File: src/rtl/remote_comm_pkg.sv
// Shared constants and state encodings for the remote_comm command transmitter and its UART.
// No logic, so no latency; backpressure is not applicable.
package remote_comm_pkg;

  localparam int         BAUD_DIV_DEF = 2604;
  localparam logic [7:0] POS_ACK      = 8'hA5;

  typedef enum logic [1:0] {IDLE, HIGH, LOW} seq_state_t;
  typedef enum logic       {TX_IDLE, TX_BUSY} tx_state_t;
  typedef enum logic       {RX_IDLE, RX_BUSY} rx_state_t;

endpackage

File: src/rtl/uart_trx.sv
// Full-duplex 8N1 UART. TX: a frame starts the edge after trmt and tx_done pulses when the stop bit ends.
// RX: rx_rdy is set about 9.5 bit times after the start edge. There is no backpressure: trmt is only issued while idle.
module uart_trx
  import remote_comm_pkg::*;
#(
  parameter int BAUD_DIV = BAUD_DIV_DEF
) (
  input  logic       clk,
  input  logic       rst_n,
  input  logic       rx,
  output logic       tx,
  input  logic       trmt,
  input  logic [7:0] tx_data,
  output logic       tx_done,
  output logic       rx_rdy,
  output logic [7:0] rx_data,
  input  logic       clr_rdy
);

  localparam logic [11:0] BIT_LAST  = 12'(BAUD_DIV - 1);
  localparam logic [11:0] HALF_LAST = 12'(BAUD_DIV / 2 - 1);

  tx_state_t   tx_state;
  logic [9:0]  tx_shft;
  logic [11:0] tx_baud;
  logic [3:0]  tx_bits;

  rx_state_t   rx_state;
  logic        rx_ff1, rx_ff2, rx_prev;
  logic [11:0] rx_cnt;
  logic [3:0]  rx_bits;
  logic [7:0]  rx_shft;

  // Shifter resets to all ones so the line idles high straight out of reset.
  assign tx = tx_shft[0];

  always_ff @(posedge clk or negedge rst_n) begin
    if (!rst_n) begin
      tx_state <= TX_IDLE;
      tx_shft  <= '1;
      tx_baud  <= '0;
      tx_bits  <= '0;
      tx_done  <= 1'b0;
    end else begin
      tx_done <= 1'b0;
      case (tx_state)
        TX_IDLE: if (trmt) begin
          tx_shft  <= {1'b1, tx_data, 1'b0};
          tx_baud  <= '0;
          tx_bits  <= '0;
          tx_state <= TX_BUSY;
        end
        TX_BUSY: if (tx_baud == BIT_LAST) begin
          tx_baud <= '0;
          tx_shft <= {1'b1, tx_shft[9:1]};
          tx_bits <= tx_bits + 4'd1;
          if (tx_bits == 4'd9) begin
            tx_state <= TX_IDLE;
            tx_done  <= 1'b1;
          end
        end else begin
          tx_baud <= tx_baud + 12'd1;
        end
        default: tx_state <= TX_IDLE;
      endcase
    end
  end

  always_ff @(posedge clk or negedge rst_n) begin
    if (!rst_n) begin
      rx_ff1  <= 1'b1;
      rx_ff2  <= 1'b1;
      rx_prev <= 1'b1;
    end else begin
      rx_ff1  <= rx;
      rx_ff2  <= rx_ff1;
      rx_prev <= rx_ff2;
    end
  end

  // rx_bits counts samples: 0 is the start bit, 1..8 are data, 9 is the stop bit.
  always_ff @(posedge clk or negedge rst_n) begin
    if (!rst_n) begin
      rx_state <= RX_IDLE;
      rx_cnt   <= '0;
      rx_bits  <= '0;
      rx_shft  <= '0;
      rx_data  <= '0;
      rx_rdy   <= 1'b0;
    end else begin
      if (clr_rdy) rx_rdy <= 1'b0;
      case (rx_state)
        RX_IDLE: if (rx_prev && !rx_ff2) begin
          rx_state <= RX_BUSY;
          rx_cnt   <= HALF_LAST;
          rx_bits  <= '0;
          rx_rdy   <= 1'b0;
        end
        RX_BUSY: if (rx_cnt != 12'd0) begin
          rx_cnt <= rx_cnt - 12'd1;
        end else begin
          rx_cnt  <= BIT_LAST;
          rx_bits <= rx_bits + 4'd1;
          if (rx_bits == 4'd0) begin
            if (rx_ff2) rx_state <= RX_IDLE;
          end else if (rx_bits == 4'd9) begin
            rx_state <= RX_IDLE;
            rx_data  <= rx_shft;
            rx_rdy   <= 1'b1;
          end else begin
            rx_shft <= {rx_ff2, rx_shft[7:1]};
          end
        end
        default: rx_state <= RX_IDLE;
      endcase
    end
  end

endmodule

File: src/rtl/remote_comm.sv
// Sends a 16-bit command as two UART bytes, high byte first, and captures one-byte responses. The optional pos_ack output is enabled by REMOTE_COMM_ACK_CHK_EN.
// Latency: 20*BAUD_DIV+4 clocks from snd_cmd to cmd_snt. Backpressure: snd_cmd is dropped while a command is in flight.
module remote_comm
  import remote_comm_pkg::*;
#(
  parameter int BAUD_DIV = BAUD_DIV_DEF
) (
  input  logic        clk,
  input  logic        rst_n,
  input  logic        RX,
  output logic        TX,
  input  logic [15:0] cmd,
  input  logic        snd_cmd,
  output logic        cmd_snt,
  output logic        resp_rdy,
  output logic [7:0]  resp
`ifdef REMOTE_COMM_ACK_CHK_EN
  ,
  output logic        pos_ack
`endif
);

  seq_state_t state;
  logic [7:0] low_byte, tx_byte;
  logic       trmt, tx_done, accept;

  assign accept = (state == IDLE) && snd_cmd;

  uart_trx #(.BAUD_DIV(BAUD_DIV)) u_uart (
    .clk     (clk),
    .rst_n   (rst_n),
    .rx      (RX),
    .tx      (TX),
    .trmt    (trmt),
    .tx_data (tx_byte),
    .tx_done (tx_done),
    .rx_rdy  (resp_rdy),
    .rx_data (resp),
    .clr_rdy (accept)
  );

  always_ff @(posedge clk or negedge rst_n) begin
    if (!rst_n) begin
      state    <= IDLE;
      low_byte <= '0;
      tx_byte  <= '0;
      trmt     <= 1'b0;
      cmd_snt  <= 1'b0;
    end else begin
      trmt <= 1'b0;
      case (state)
        IDLE: if (snd_cmd) begin
          low_byte <= cmd[7:0];
          tx_byte  <= cmd[15:8];
          trmt     <= 1'b1;
          cmd_snt  <= 1'b0;
          state    <= HIGH;
        end
        HIGH: if (tx_done) begin
          tx_byte <= low_byte;
          trmt    <= 1'b1;
          state   <= LOW;
        end
        LOW: if (tx_done) begin
          cmd_snt <= 1'b1;
          state   <= IDLE;
        end
        default: state <= IDLE;
      endcase
    end
  end

`ifdef REMOTE_COMM_ACK_CHK_EN
  // Both operands are flop outputs, so pos_ack rises and falls with resp_rdy.
  assign pos_ack = resp_rdy && (resp == POS_ACK);
`endif

endmodule

File: config.mk
export PLATFORM = sky130hd
export DESIGN_NAME = remote_comm
export DESIGN_NICKNAME = d
export VERILOG_FILES = /design/src/rtl/remote_comm_pkg.sv /design/src/rtl/uart_trx.sv /design/src/rtl/remote_comm.sv
export SDC_FILE = /design/constraint.sdc
export NUM_CORES = 1
export LEC_CHECK = 0
export BUFFER_PORTS_ARGS = -buffer_cell sky130_fd_sc_hd__buf_2
export CAP_MARGIN = 20
export CORE_AREA = 4 4 92 94
export CTS_BUF_LIST = sky130_fd_sc_hd__clkbuf_4
export DETAILED_ROUTE_END_ITERATION = 7
export DIE_AREA = 0 0 96 98
export MAX_ROUTING_LAYER = met4
export PLACE_DENSITY_LB_ADDON = 0.2
export RECOVER_POWER = 25
export SYNTH_ARGS = -nofsm -noshare
export SYNTH_HDL_FRONTEND = slang
export SYNTH_HIERARCHICAL = 1
export SYNTH_SLANG_ARGS = --single-unit
export TNS_END_PERCENT = 5
File: constraint.sdc
create_clock -name clk -period 4.7 [get_ports clk]
set_input_delay 0.47 -clock clk [delete_from_list [all_inputs] [get_ports clk]]
set_output_delay 0.47 -clock clk [all_outputs]
set_load 0.05 [all_outputs]
# After elaboration in Yosys (flattened, before gate mapping)
# Cells that the tools add are included.
# W data, S select, Z words.
# totals
output_inout_bits,11
register_bits,85
# op_classes
n_addsub,4
mux,47
n_bitwise,5
eq_ne,12
reduce_logical,16
# op_table
operator,n
$mux W12,4
$pmux W12 S2,2
$mux W1,20
$mux W10,2
$pmux W10 S2,1
$mux W4,4
$mux W8,2
$pmux W4 S2,2
$pmux W8 S2,1
$add A12 B1 Y12 const B,1
$eq A12 B12 Y1 const B,1
$reduce_bool A12 Y1,1
$sub A12 B1 Y12 const B,1
$pmux W1 S2,5
$reduce_and A3 Y1,3
$add A4 B1 Y4 const B,2
$eq A4 B4 Y1 const B,2
$ne A2 B2 Y1 const B,4
$reduce_and A4 Y1,2
$mux W2,3
$ne A2 B1 Y1 const B,3
$pmux W2 S3,1
$reduce_and A2 Y1,3
$not A1 Y1,5
7 further kinds,9

# Logic depth before layout (Yosys ltp)
# logic_depth
ltp_word,7
mapped_depth,7
mapped_depth_nobuf,6

# Modules after synthesis
# Netlist, hierarchy kept.
# by_module_without_submodules
mod,area_per_inst_um2,cells_per_inst,seq_area_each_um2,instances
uart_trx,3199.3,297,1616.6,1
remote_comm,927.1,59,500.5,1

# Worst setup path after synthesis
# Ideal clock, no wire load.
# synth_path
kind,reg-to-reg
start,reg u_uart.rx_cnt[0]
end,reg u_uart.rx_shft[0]
path_slack_ns,2.853
synth_period_minus_slack_ns,1.847
required_ns,4.575
path_stages_with_launch,7
arrival_ns,1.722
n_path_buf,0
path_cell_list,dfrtp_1 inv_1 ha_1 nor4b_4 nand3_2 nor2_2 mux2_2
# synth_via
elab_chain_cells,3
# synth_lines
element,line,text
from (decl),uart_trx.sv:30,logic [11:0] rx_cnt;
from (signal assigned),uart_trx.sv:100,rx_cnt <= rx_cnt - 12'd1;
$reduce_bool A12 Y1,uart_trx.sv:99,RX_BUSY: if (rx_cnt != 12'd0) begin
$not A1 Y1 (no source line),--,
$reduce_and A4 Y1 (no source line),--,
to (signal assigned),uart_trx.sv:111,"rx_shft <= {rx_ff2, rx_shft[7:1]};"
to (decl),uart_trx.sv:32,logic [7:0] rx_shft;
# No other way between the ends.
# A chain may end at the register's enable or synchronous reset.

==> flow_summary.ini <==
[status]
outcome = complete, but fails checks
violations = max-capacitance violations, max-slew violations

[grt]
first_global_vias = 2744
antenna_violations_before_repair = 0
grt_overall_usage_pct = 17.9
grt_start_max_net_pins = 85
grt_remaining_overflow = 0
wire_length_of_the_first_global_routing_pass_mm = 13.0

[setup_path]
critical_path_class = input pin to async pin
worst-path-max-fanout = 77
critical_path_required_ns = 4.87
timing.critical_path.arrival_ns = 2.76
worst-r2r-setup-slack_ns = 2.16
number_of_cells_on_the_worst_reg_to_reg_path = 4
critical_path.reg2reg.startpoint = u_uart/rx_cnt[6]$_DFFE_PN0P_
timing.rr.end = u_uart/rx_shft[1]$_DFFE_PN0P_
timing.critical_path.slowest_stage_cell = clkbuf_2
cp-end-kind = async pin
kind_of_launch_point_of_the_worst_setup_path = input pin
crit_chain = dlygate4sd3_1 -> clkbuf_1 -> clkbuf_2
max_stage_delay_ns = 1.40

[floorplan]
die-height_um = 98
floorplan.initialDensity_pct = 54.0
fp.coreArea_um2 = 7650
rows = 32
fp.dieArea_um2 = 9410
num_io_pins = 31
fp.dieW_um = 96

[routing]
routed_wire_length_per_instance_um = 15.3
drt-pass1-iter-count = 5
detail-route-antenna-nets = 0
wirelength_mm = 7.53
post-route-drc-count = 0
vias_per_cell = 5.70
via_count = 2811
first_iter_violations = 92

[synth]
synthMostInstantiatedCell = dfrtp_1
synth_area_leaders = dfrtp_1, dfstp_2, mux2_2
synthDistinctLibCells = 61
synthesis.area_per_instance_um2 = 11.6
synthesized_cell_area_um2 = 4130
synth_top_cell_by_area = dfrtp_1
ys_top_cells_by_count = dfrtp_1, nand2_1, mux2_2
synth.top_cell.area_share_pct = 43.7
synth_ff_type = dfrtp_1
share_of_synthesized_area_occupied_by_flip_flops_and_latches_pct = 51.3
synth.net_count = 384
yosys_register_bits = 84
postSynthCellCount = 356
synth.yosys.warnings = 6
synth_async_sr_flop_share_pct = 100
synth_enable_flop_cells = 0

[layout]
final_net_count = 414
layout_cells_sized_above_1_pct = 30.7
syn2layout_area_growth_pct = 8.73
nFillCells = 665
n_antenna_cell = 0
finish.cell_count_without_fillers = 493

[clocking]
clkSlewWorstSetupHoldPaths_ns = 0.12
clkSinkCount = 84
cts_inserted_buffers = 9
cts_tree = built
post_cts_resized = 0
cts_htree_levels = 3
clkLatencyLatePin_ns = 0.42
post-cts-setup-buffer-count = 0
cts.root.buffer_cell = clkbuf_4
clk_buf_depth = 2

[sta]
setup_repair_after_global_routing_missed_its_margin = false
slew_headroom_pct = -22.0
worst_tran_pin_value_ns = 1.83
setup_tns_ns = 0
final.min_clock_period_ns = 2.58
maxClockFrequency_ghz = 0.388
finalSetupViolCount = 0
timing_hold_violations_final = 0
final-max-slew-violation-count = 78
period_share_pct = 54.9
fin_worst_skew_ns = 0.0257

[place]
numPlacedInstances = 475
portBuffers = 30
routabilityCongestion = 0.828
half_perimeter_wire_length_after_detailed_placement_mm = 5.12

[pwr]
p_leak_nw = 2.05
power_density_nw_per_um2 = 325
power.ir.vdd_worst_uv = 240

[flow_run]
maxCapViolCount = 1

[min_path]
worst_hold_path.num_cells = 1
holdCritStartpoint = RX
timing.hold.worst_endpoint = u_uart/rx_ff1$_DFF_PN1_
timing.hold.worst.class = input pin to flip-flop
==> worst max-delay path, delay by kind of cell <==
kind | cells | cell delay [ns]
buffers and inverters | 3 | 2.26
==> cell families after synthesis <==
family / after synthesis / share of synthesized area, %
AOI/OAI and AO/OA: 68 / 11.4
xor gates and xnor gates: 4 / 0.849
and+or+nand+nor: 122 / 17.5
muxes: 46 / 13.8
DFF: 84 / 51.3
adders and majority gates: 8 / 2.43
buffers and inverters: 24 / 2.67
==> per-layer routing <==
metal	global-route usage [%]	part of all wire (%)	vias up
met5	-	0	-
met4	4.60	0.76	0
met3	5.01	3.0	5
met2	26.9	49	31
met1	24.0	47	1419
li1	-	-	1356
==> worst max path at each step <==
| stage | start | end | slack (ns) | cells after the start |
|---|---|---|---|---|
| 6_report | rst_n | u_uart/rx_cnt[10]$_DFFE_PN0P_ | 2.12 | 3 |
| 5_1_grt | rst_n | state[0]$_DFFE_PN0P_ | 1.66 | 3 |
| 4_1_cts | u_uart/rx_cnt[7]$_DFFE_PN0P_ | u_uart/rx_shft[1]$_DFFE_PN0P_ | 2.14 | 4 |
| 3_5_place_dp | u_uart/rx_cnt[6]$_DFFE_PN0P_ | u_uart/rx_shft[1]$_DFFE_PN0P_ | 2.17 | 4 |
| 3_3_place_gp | u_uart/rx_cnt[6]$_DFFE_PN0P_ | u_uart/rx_shft[4]$_DFFE_PN0P_ | 2.29 | 4 |
| 2_1_floorplan | u_uart/rx_cnt[0]$_DFFE_PN0P_ | u_uart/rx_shft[0]$_DFFE_PN0P_ | 2.85 | 6 |
==> per-stage QoR <==
step	area (um2)	worst slack [ns]	hold WS [ns]	total power (W)	util, %
detailed placement	4340	2.17	0.352	0.00106	56.7
floorplan	4130	2.85	0.174	0.000996	-
CTS	4480	2.14	0.102	0.00147	58.5
finish	4490	2.12	0.145	0.00146	58.7
global placement	4340	2.29	0.348	0.00105	56.7
global route	4490	1.66	0.0908	0.00154	58.7
==> report_power, final <==
group	leakage (nW)	total (W)	internal, W	switching [W]
sequential	1.05	0.000853	0.000784	0.0000694
clock	0.0805	0.000410	0.000169	0.000242
combinational	0.921	0.000194	0.0000934	0.000100
total	2.05	0.00146	0.00105	0.000411
==> repair_timing <==
item,CTS,global route
endpoints found under the hold margin,0,7
hold buffers,0,1
endpoints found under the setup margin,0,0
==> final cells by class <==
class	count	area [um2]	share of cell area [%]
multi-input cells	248	1900	42.3
well taps	102	128	2.84
flip-flops and latches	84	2120	47.2
clock inverters	6	62.6	1.39
clock buffers	10	75.1	1.67
repair buffers	32	164	3.65
inverters	11	41.3	0.920
==> state kept, by name, summed over array words and instances (netlist names), 2 cells and up <==
| name | cells |
|---|---|
| u_uart/rx_cnt | 12 |
| u_uart/tx_baud | 12 |
| u_uart/tx_shft | 9 |
| low_byte | 8 |
| tx_byte | 8 |
| u_uart/rx_data | 8 |
| u_uart/rx_shft | 8 |
| u_uart/rx_bits | 4 |
| u_uart/tx_bits | 4 |
| state | 2 |
==> placed cells by master, fill, tap and decap left out, types with 4 or more instances in the layout <==
| cell | n |
|---|---|
| a21oi_1 | 11 |
| nand3b_1 | 4 |
| mux2_2 | 24 |
| mux2_4 | 16 |
| nand4_1 | 5 |
| ha_1 | 8 |
| o221a_2 | 7 |
| and3_1 | 6 |
| clkbuf_4 | 10 |
| nand2b_1 | 11 |
| nand3_1 | 12 |
| o21ai_0 | 20 |
| nor2_1 | 16 |
| mux2i_1 | 6 |
| buf_2 | 29 |
| a31oi_1 | 5 |
| dfstp_2 | 11 |
| o22ai_1 | 4 |
| dfrtp_1 | 72 |
| inv_1 | 11 |
| nand2_1 | 34 |
Power figures use the tool's default switching activity.
